===== config.mk =====
export PLATFORM = sky130hd
export DESIGN_NAME = alu_issue_stage
export DESIGN_NICKNAME = d
export VERILOG_FILES = /design/src/rtl/alu_issue_stage.sv
export SDC_FILE = /design/constraint.sdc
export NUM_CORES = 1
export LEC_CHECK = 0
export ABC_CLOCK_PERIOD_IN_PS = 8300
export BUFFER_PORTS_ARGS = -buffer_cell sky130_fd_sc_hd__buf_2
export CAP_MARGIN = 10
export CORE_MARGIN = 1
export CORE_UTILIZATION = 58
export CTS_BUF_LIST = sky130_fd_sc_hd__clkbuf_8
export DETAILED_ROUTE_END_ITERATION = 10
export GPL_TIMING_DRIVEN = 0
export MAX_ROUTING_LAYER = met4
export PLACE_DENSITY = 0.84
export SLEW_MARGIN = 25
export SYNTH_ARGS = -nofsm -noshare
export SYNTH_HDL_FRONTEND = slang
export SYNTH_SLANG_ARGS = --single-unit

===== constraint.sdc =====
create_clock -name CLK -period 8.3 [get_ports CLK]
set_clock_uncertainty 0.1 [all_clocks]
set_input_delay 0.83 -clock CLK [delete_from_list [all_inputs] [get_ports CLK]]
set_output_delay 0.83 -clock CLK [all_outputs]
set_load 0.02 [all_outputs]

===== src/rtl/alu_issue_stage.sv =====
// Execute-issue stage: decodes opcode/funct into an ALU operation and operands, then registers them for the ALU.
// Latency: 1 cycle from accept to OUT_VALID when the stage is empty; sustains 1 entry/cycle while OUT_READY=1.
// Backpressure: a 2-entry skid buffer (main + skid) lets IN_READY come straight from a flop; IN_READY drops only when both entries are full.
module alu_issue_stage #(
  parameter int DATA_WIDTH     = 32,
  parameter int OPRN_WIDTH     = 6,
  parameter int REG_ADDR_WIDTH = 5
) (
  input  logic                      CLK,
  input  logic                      RST,
  input  logic                      FLUSH,
  input  logic                      IN_VALID,
  output logic                      IN_READY,
  input  logic [5:0]                IN_OPCODE,
  input  logic [5:0]                IN_FUNCT,
  input  logic [4:0]                IN_SHAMT,
  input  logic [15:0]               IN_IMM,
  input  logic [DATA_WIDTH-1:0]     IN_RS_DATA,
  input  logic [DATA_WIDTH-1:0]     IN_RT_DATA,
  input  logic [REG_ADDR_WIDTH-1:0] IN_DST,
  output logic                      OUT_VALID,
  input  logic                      OUT_READY,
  output logic [DATA_WIDTH-1:0]     OUT_OP1,
  output logic [DATA_WIDTH-1:0]     OUT_OP2,
  output logic [OPRN_WIDTH-1:0]     OUT_OPRN,
  output logic [REG_ADDR_WIDTH-1:0] OUT_DST,
  output logic                      OUT_ILLEGAL
);

  typedef enum logic [1:0] {EMPTY, ONE, TWO} state_t;

  state_t state_q, state_d;
  logic   rdy_q, rdy_d;

  // main entry is what the ALU sees; skid entry holds the one accepted while main was stalled
  logic [DATA_WIDTH-1:0]     op1_q, op2_q, sk_op1_q, sk_op2_q;
  logic [OPRN_WIDTH-1:0]     oprn_q, sk_oprn_q;
  logic [REG_ADDR_WIDTH-1:0] dst_q, sk_dst_q;
  logic                      ill_q, sk_ill_q;

  logic [DATA_WIDTH-1:0] dec_op1, dec_op2, imm_se, imm_ze, shamt_ze;
  logic [OPRN_WIDTH-1:0] dec_oprn;
  logic                  dec_ill;
  logic                  accept, deliver;
  logic                  load_main, load_skid, skid_to_main;

  assign imm_se   = {{(DATA_WIDTH-16){IN_IMM[15]}}, IN_IMM};
  assign imm_ze   = {{(DATA_WIDTH-16){1'b0}}, IN_IMM};
  assign shamt_ze = {{(DATA_WIDTH-5){1'b0}}, IN_SHAMT};

  assign accept  = IN_VALID & rdy_q;
  assign deliver = (state_q != EMPTY) & OUT_READY;

  // Decode opcode/funct to ALU operation and select/extend operands; unknown encodings become a zeroed illegal entry
  always_comb begin
    dec_op1  = '0;
    dec_op2  = '0;
    dec_oprn = '0;
    dec_ill  = 1'b0;
    if (IN_OPCODE == 6'h00) begin
      dec_op1 = IN_RS_DATA;
      dec_op2 = IN_RT_DATA;
      case (IN_FUNCT)
        6'h20: dec_oprn = OPRN_WIDTH'(1);
        6'h22: dec_oprn = OPRN_WIDTH'(2);
        6'h2C: dec_oprn = OPRN_WIDTH'(3);
        6'h02: begin dec_oprn = OPRN_WIDTH'(4); dec_op1 = IN_RT_DATA; dec_op2 = shamt_ze; end
        6'h00: begin dec_oprn = OPRN_WIDTH'(5); dec_op1 = IN_RT_DATA; dec_op2 = shamt_ze; end
        6'h24: dec_oprn = OPRN_WIDTH'(6);
        6'h25: dec_oprn = OPRN_WIDTH'(7);
        6'h27: dec_oprn = OPRN_WIDTH'(8);
        6'h2A: dec_oprn = OPRN_WIDTH'(9);
        default: begin dec_ill = 1'b1; dec_op1 = '0; dec_op2 = '0; end
      endcase
    end else begin
      dec_op1 = IN_RS_DATA;
      case (IN_OPCODE)
        6'h08, 6'h23, 6'h2B: begin dec_oprn = OPRN_WIDTH'(1); dec_op2 = imm_se; end
        6'h1D:               begin dec_oprn = OPRN_WIDTH'(3); dec_op2 = imm_se; end
        6'h0C:               begin dec_oprn = OPRN_WIDTH'(6); dec_op2 = imm_ze; end
        6'h0D:               begin dec_oprn = OPRN_WIDTH'(7); dec_op2 = imm_ze; end
        6'h0A:               begin dec_oprn = OPRN_WIDTH'(9); dec_op2 = imm_se; end
        6'h04, 6'h05:        begin dec_oprn = OPRN_WIDTH'(2); dec_op2 = IN_RT_DATA; end
        default:             begin dec_ill = 1'b1; dec_op1 = '0; end
      endcase
    end
  end

  // Occupancy next-state and entry movement; flush overrides everything and drops any same-cycle input
  always_comb begin
    state_d      = state_q;
    load_main    = 1'b0;
    load_skid    = 1'b0;
    skid_to_main = 1'b0;
    if (!FLUSH) begin
      case (state_q)
        EMPTY: if (accept) begin state_d = ONE; load_main = 1'b1; end
        ONE: begin
          if (accept && !deliver) begin state_d = TWO; load_skid = 1'b1; end
          else if (accept && deliver) begin load_main = 1'b1; end
          else if (deliver) begin state_d = EMPTY; end
        end
        TWO: if (deliver) begin state_d = ONE; skid_to_main = 1'b1; end
        default: state_d = EMPTY;
      endcase
    end else begin
      state_d = EMPTY;
    end
    rdy_d = (state_d != TWO);
  end

  // State and registered ready; ready stays low during reset so inputs are ignored until the first edge after release
  always_ff @(posedge CLK or posedge RST) begin
    if (RST) begin
      state_q <= EMPTY;
      rdy_q   <= 1'b0;
    end else begin
      state_q <= state_d;
      rdy_q   <= rdy_d;
    end
  end

  // Entry registers; data holds on flush, only the illegal flags are cleared
  always_ff @(posedge CLK or posedge RST) begin
    if (RST) begin
      op1_q <= '0; op2_q <= '0; oprn_q <= '0; dst_q <= '0; ill_q <= 1'b0;
      sk_op1_q <= '0; sk_op2_q <= '0; sk_oprn_q <= '0; sk_dst_q <= '0; sk_ill_q <= 1'b0;
    end else if (FLUSH) begin
      ill_q    <= 1'b0;
      sk_ill_q <= 1'b0;
    end else begin
      if (load_main) begin
        op1_q <= dec_op1; op2_q <= dec_op2; oprn_q <= dec_oprn; dst_q <= IN_DST; ill_q <= dec_ill;
      end else if (skid_to_main) begin
        op1_q <= sk_op1_q; op2_q <= sk_op2_q; oprn_q <= sk_oprn_q; dst_q <= sk_dst_q; ill_q <= sk_ill_q;
      end
      if (load_skid) begin
        sk_op1_q <= dec_op1; sk_op2_q <= dec_op2; sk_oprn_q <= dec_oprn; sk_dst_q <= IN_DST; sk_ill_q <= dec_ill;
      end
    end
  end

  assign IN_READY    = rdy_q;
  assign OUT_VALID   = (state_q != EMPTY);
  assign OUT_OP1     = op1_q;
  assign OUT_OP2     = op2_q;
  assign OUT_OPRN    = oprn_q;
  assign OUT_DST     = dst_q;
  assign OUT_ILLEGAL = ill_q;

endmodule


=== Word-level counts from Yosys, hierarchy flattened ===
Index checks and enable logic that the tools add are counted.

* Equal/unequal tests: 20
* Multiplexer cells: 43
* Bitwise gates (word level): 3
* Reduce and logical (&&, ||, !) cells: 20

{| class="wikitable"
|+ Operator list
! kind !! count
|-
| 32-bit two-way mux || 7
|-
| 32-bit case mux with 2 select lines || 2
|-
| 32-bit case mux with 3 select lines || 1
|-
| 6-bit == test (second input constant) || 9
|-
| 4-bit case mux with 9 select lines || 1
|-
| 6-bit by 4-bit == test with 1-bit output (second input constant) || 4
|-
| 4-bit case mux with 6 select lines || 1
|-
| 1-bit two-way mux || 18
|-
| 6-bit two-way mux || 3
|-
| 9-bit OR reduction || 2
|-
| 6-bit by 3-bit == test with 1-bit output (second input constant) || 2
|-
| 6-bit zero test || 2
|-
| 2-bit two-way mux || 6
|-
| 5-bit two-way mux || 2
|-
| 7-bit OR reduction || 1
|-
| 6-bit by 2-bit == test with 1-bit output (second input constant) || 1
|-
| 6-bit by 5-bit == test with 1-bit output (second input constant) || 1
|-
| 2-bit case mux with 3 select lines || 1
|-
| 2-bit nonzero test || 3
|-
| 2-bit OR reduction || 3
|-
| 5-bit OR reduction || 1
|-
| 2-bit AND reduction || 2
|-
| 3-bit nonzero test || 1
|-
| 3-bit OR reduction || 1
|-
| 9 further kinds || 11
|}

* Register bits: 155
* Output and inout port bits: 78

=== Logic depth before layout (Yosys ltp) ===
* Word-level depth: 9
* Mapped depth: 8
* Depth with buffers taken out: 5

=== Least setup slack after synthesis ===
OpenSTA, ideal clock, no wires.

* Path type: input to register
* Start point: in IN_OPCODE[5]
* End point: reg ill_q (netlist: OUT_ILLEGAL)
* Arrival: 2.300 ns
* Required time: 8.080 ns
* Slack: 5.780 ns
* Stages: 7
* Path buffers: 2
* Cells stage by stage: or4_4 > nor3_4 > nand4_2 > and2_1 > buf_6 > buf_6 > a31o_2

* Cells in the longest elaborated chain, start to end: 6
* Elaborated cells between the ends (all ways): 15
* Classes of those cells: 9 x eq/ne; 4 x mux; 2 x reduce/logical

{| class="wikitable"
|+ Ends and longest elaborated chain
! element !! RTL line !! source
|-
| start, declared || 14 || <nowiki>input logic [5:0] IN_OPCODE,</nowiki>
|-
| 6-bit by 3-bit == test with 1-bit output (tied with other cells) || 77 || <nowiki>case (IN_OPCODE)</nowiki>
|-
| 9-bit OR reduction (no line) || - ||
|-
| 1-bit two-way mux || 77 ||
|-
| 1-bit two-way mux * || 60 || <nowiki>if (IN_OPCODE == 6'h00) begin</nowiki>
|-
| 1-bit two-way mux * || 132 || <nowiki>if (load_main) begin</nowiki>
|-
| 1-bit two-way mux * || 128 || <nowiki>end else if (FLUSH) begin</nowiki>
|-
| end signal, assigned || 135 || <nowiki>op1_q <= sk_op1_q; op2_q <= sk_op2_q; oprn_q <= sk_oprn_q; dst_q <= sk_dst_q; ill_q <= sk_ill_q;</nowiki>
|-
| end, declared || 39 || <nowiki>logic ill_q, sk_ill_q;</nowiki>
|}

Every way passes the cells marked *; elsewhere a longest branch is shown, timed or not.
A chain may end at the register's enable or synchronous reset.

=== Worst setup path after layout ===
* Start point: in IN_FUNCT[0]
* End point: reg op1_q[2] (netlist: OUT_OP1[2])

* Cells in the longest elaborated chain, start to end: 5
* Elaborated cells between the ends (all ways): 14
* Classes of those cells: 8 x eq/ne; 3 x mux; 3 x reduce/logical

{| class="wikitable"
|+ Ends and longest elaborated chain
! element !! RTL line !! source
|-
| start, declared || 15 || <nowiki>input logic [5:0] IN_FUNCT,</nowiki>
|-
| 6-bit == test (tied with other cells) || 63 || <nowiki>case (IN_FUNCT)</nowiki>
|-
| 7-bit OR reduction (no line) / 2-bit OR reduction (equally long branches) || - ||
|-
| 32-bit case mux with 2 select lines * || 63 ||
|-
| 32-bit two-way mux * || 60 ||
|-
| 32-bit two-way mux * || 132 ||
|-
| end signal, assigned || 135 ||
|-
| end, declared || 36 || <nowiki>logic [DATA_WIDTH-1:0] op1_q, op2_q, sk_op1_q, sk_op2_q;</nowiki>
|}

Marks and branches as above.

==> flow_summary.yaml <==
yosys:
  syn-cell-area_um2: 7849
  syn_inst: 820
  synth_area_leaders: "dfrtp_1 (48%), nand2_1 (8.2%), a221o_1 (6.5%), o311ai_2 (5.4%), a21oi_1 (3.3%)"
  synthArstFlopShare: 1.000
  yosysWarnings: 0
  avgSynthCellArea_um2: 9.572
  synth-seq-area-share: 0.4814
  synth_top_area_frac: 0.4814
  ys_types: 58
  ys_ff_latch: 151
  synth_edf_count: 0
  yosysTopAreaCell: "dfrtp_1"
  yosysMostFrequentCell: "nand2_1"
  synthFlopType: "dfrtp_1"
  synthTopCellsByCount: "nand2_1 (171), dfrtp_1 (151), nor2_1 (60)"
finish:
  seq_area_um2: 3779
  multi_input_area_um2: 3617
  fillers: 1052
  drive_gt1_frac: 0.2573
  final_util: 0.7089
  area_growth_pct: 19.61
  final_nets: 1126
power_and_ir_drop:
  finalPower_mw: 1.814
  leakage_nw: 4.803
  p_int_mw: 1.262
  power_frac_comb: 0.207
  power_density_nw_per_um2: 193.3
  p_sw_mw: 0.5519
  p_seq_frac: 0.493
  peakVddDrop_mv: 0.09647
  swShare: 0.3042
  clkPwrFrac: 0.300
sta:
  max_freq_mhz: 346.0
  setup_ws_ps: 5410
  tightest_slew_ps: 855.8
  tns_ps: 0
  finalCritPeriodShare: 0.3482
  whs_ps: 323.5
  period_needed_ps: 2890
  finalHoldViolations: 0
  rsz0062_at_grt: "false"
  drv_slew: 0
  setup_viol: 0
  slew_headroom: 0.4273
clock_tree:
  cts-root-buf: "clkbuf_8"
  cts_resized: 0
  cts_hold_buf: 0
  htree_levels: 4
  tritoncts: "built"
  cts_buffers: 17
  clock_latency_ps: 460
  cts_buffer_depth: 2
  post_cts_buffers: 0
  clock-sinks: 151
  cts.clk_slew.worst_paths_ps: 80
floorplanning:
  rows: 42
  chipWidth_um: 118.3
  ioPinCount: 185
  core_um2: 13240
  die_h_um: 118.3
  die-area_um2: 14000
  start_util: 0.5927
worst_setup_path:
  cp-end-kind: "flip-flop"
  cp_data_required_time_ps: 8590
  cp.arrival_ps: 3180
  critical_path_class: "input pin to flip-flop"
  cp-start-kind: "input pin"
  cp_max_fo: 10
route:
  via_per_inst: 6.211
  vias: 7509
  dr.pass1.iters: 5
  wire_per_inst_um: 19.96
  drt_iter0_drc: 928
  routed_wl_mm: 24.13
  antenna_left: 0
  drcViolationCount: 0
grt:
  gr-total-overflow: 0
  grt_max_degree: 82
  grt_pass1_wl_mm: 37.69
  use_met2: 0.5349
  grtUsageTotal: 0.3640
  antenna_found_initial: 3
  grt_util_met3: 0.07529
  grt_pass1_vias: 6997
  grt_use_met1: 0.4831
  top_usage_layer: "met2"
placement:
  dpl.hpwl_mm: 17.19
  io_buffers: 178
  gp_congestion: 0.9553
  place_ws_ps: 5078
run:
  max-cap-violations: 0
min_path:
  hp-class: "input pin to async pin"
status:
  status: "completed"
[layout make-up]
class,instances,area share
Sequential cell,151,0.4025
Clock inverter,8,0.007730
Buffer,72,0.03452
Inverter,37,0.01559
Timing Repair Buffer,179,0.09783
Antenna cell,3,0.0007997
Tap cell,176,0.02346
Clock buffer,22,0.03225
Multi-Input combinational cell,561,0.3853
[final timing paths]
check                             from           to  slack (ps)  cells past startpoint
max                        IN_FUNCT[0]   OUT_OP1[2]        5410                      6
min                                RST  OUT_OP2[31]         320                      2
max reg2reg                 state_q[1]  OUT_OP1[13]        5630                      6
min reg2reg                 OUT_DST[3]   OUT_DST[3]         370                      2
max in group asynchronous          RST   OUT_OP1[4]        7010                      3
min in group CLK            OUT_DST[3]   OUT_DST[3]         370                      2
[power by group through the flow]
stage,clock [mW],combinational [mW],sequential [mW]
finish,0.544,0.376,0.895
global route,0.581,0.405,0.906
CTS,0.547,0.374,0.893
detailed placement,0,0.372,0.908
global placement,0,0.360,0.903
floorplan,0,0.190,0.948
[flip-flops by register name (all words and copies together) (netlist names)]
register     flops
sk_op1_q        32
IN_READY         1
sk_op2_q        32
OUT_OPRN         4
state_q          2
OUT_DST          5
OUT_OP1         32
sk_ill_q         1
OUT_ILLEGAL      1
sk_oprn_q        4
OUT_OP2         32
sk_dst_q         5
[metal layers]
layer  up-vias  wire length [um]
met5         -                 0
met4         0               789
met3        64              2408
met2       457             11210
met1      3628              9730
li1       3360                 -
[critical path, cell delays in order]
cell	delay [ps]
clkbuf_1	170
nor3_1	520
nand4_1	260
nor2_1	560
clkbuf_1	560
a221o_1	260
[layout by cell type, fill, tap and decap left out, drive strengths merged, types with 5 or more instances in the layout]
| cell | synthesis | final |
|---|---|---|
| o21ai | 12 | 12 |
| dfrtp | 151 | 151 |
| nor3 | 5 | 5 |
| a22o | 5 | 5 |
| a32oi | 5 | 5 |
| nor2 | 60 | 60 |
| a31oi | 14 | 14 |
| clkbuf | 51 | 73 |
| a221o | 51 | 51 |
| nand3b | 5 | 5 |
| o311ai | 32 | 32 |
| a22oi | 9 | 9 |
| a2bb2oi | 13 | 13 |
| a32o | 6 | 6 |
| nand3 | 6 | 6 |
| nand2b | 5 | 5 |
| buf | 21 | 200 |
| a21oi | 53 | 53 |
| nand2 | 171 | 171 |
| and2 | 11 | 11 |
| mux2i | 16 | 16 |
| a211o | 5 | 5 |
| inv | 37 | 39 |
| o22a | 13 | 13 |
| and3 | 28 | 28 |
[stage by stage]
stage / area, um^2 / std cells
floorplan: 7853 / 821
global placement: 8964 / 1175
detailed placement: 9005 / 1176
CTS: 9380 / 1206
global route: 9388 / 1209
finish: 9388 / 1209
[cells by family after synthesis]
| group | count (synthesis) | share of synthesized area |
|---|---|---|
| and+or+nand+nor | 311 | 0.1787 |
| buffers and inverters | 109 | 0.05898 |
| DFF | 151 | 0.4814 |
| AOI/OAI and AO/OA | 231 | 0.2586 |
| other | 1 | 0.0004778 |
| muxes | 17 | 0.02184 |
Power figures use the tool's default switching activity.
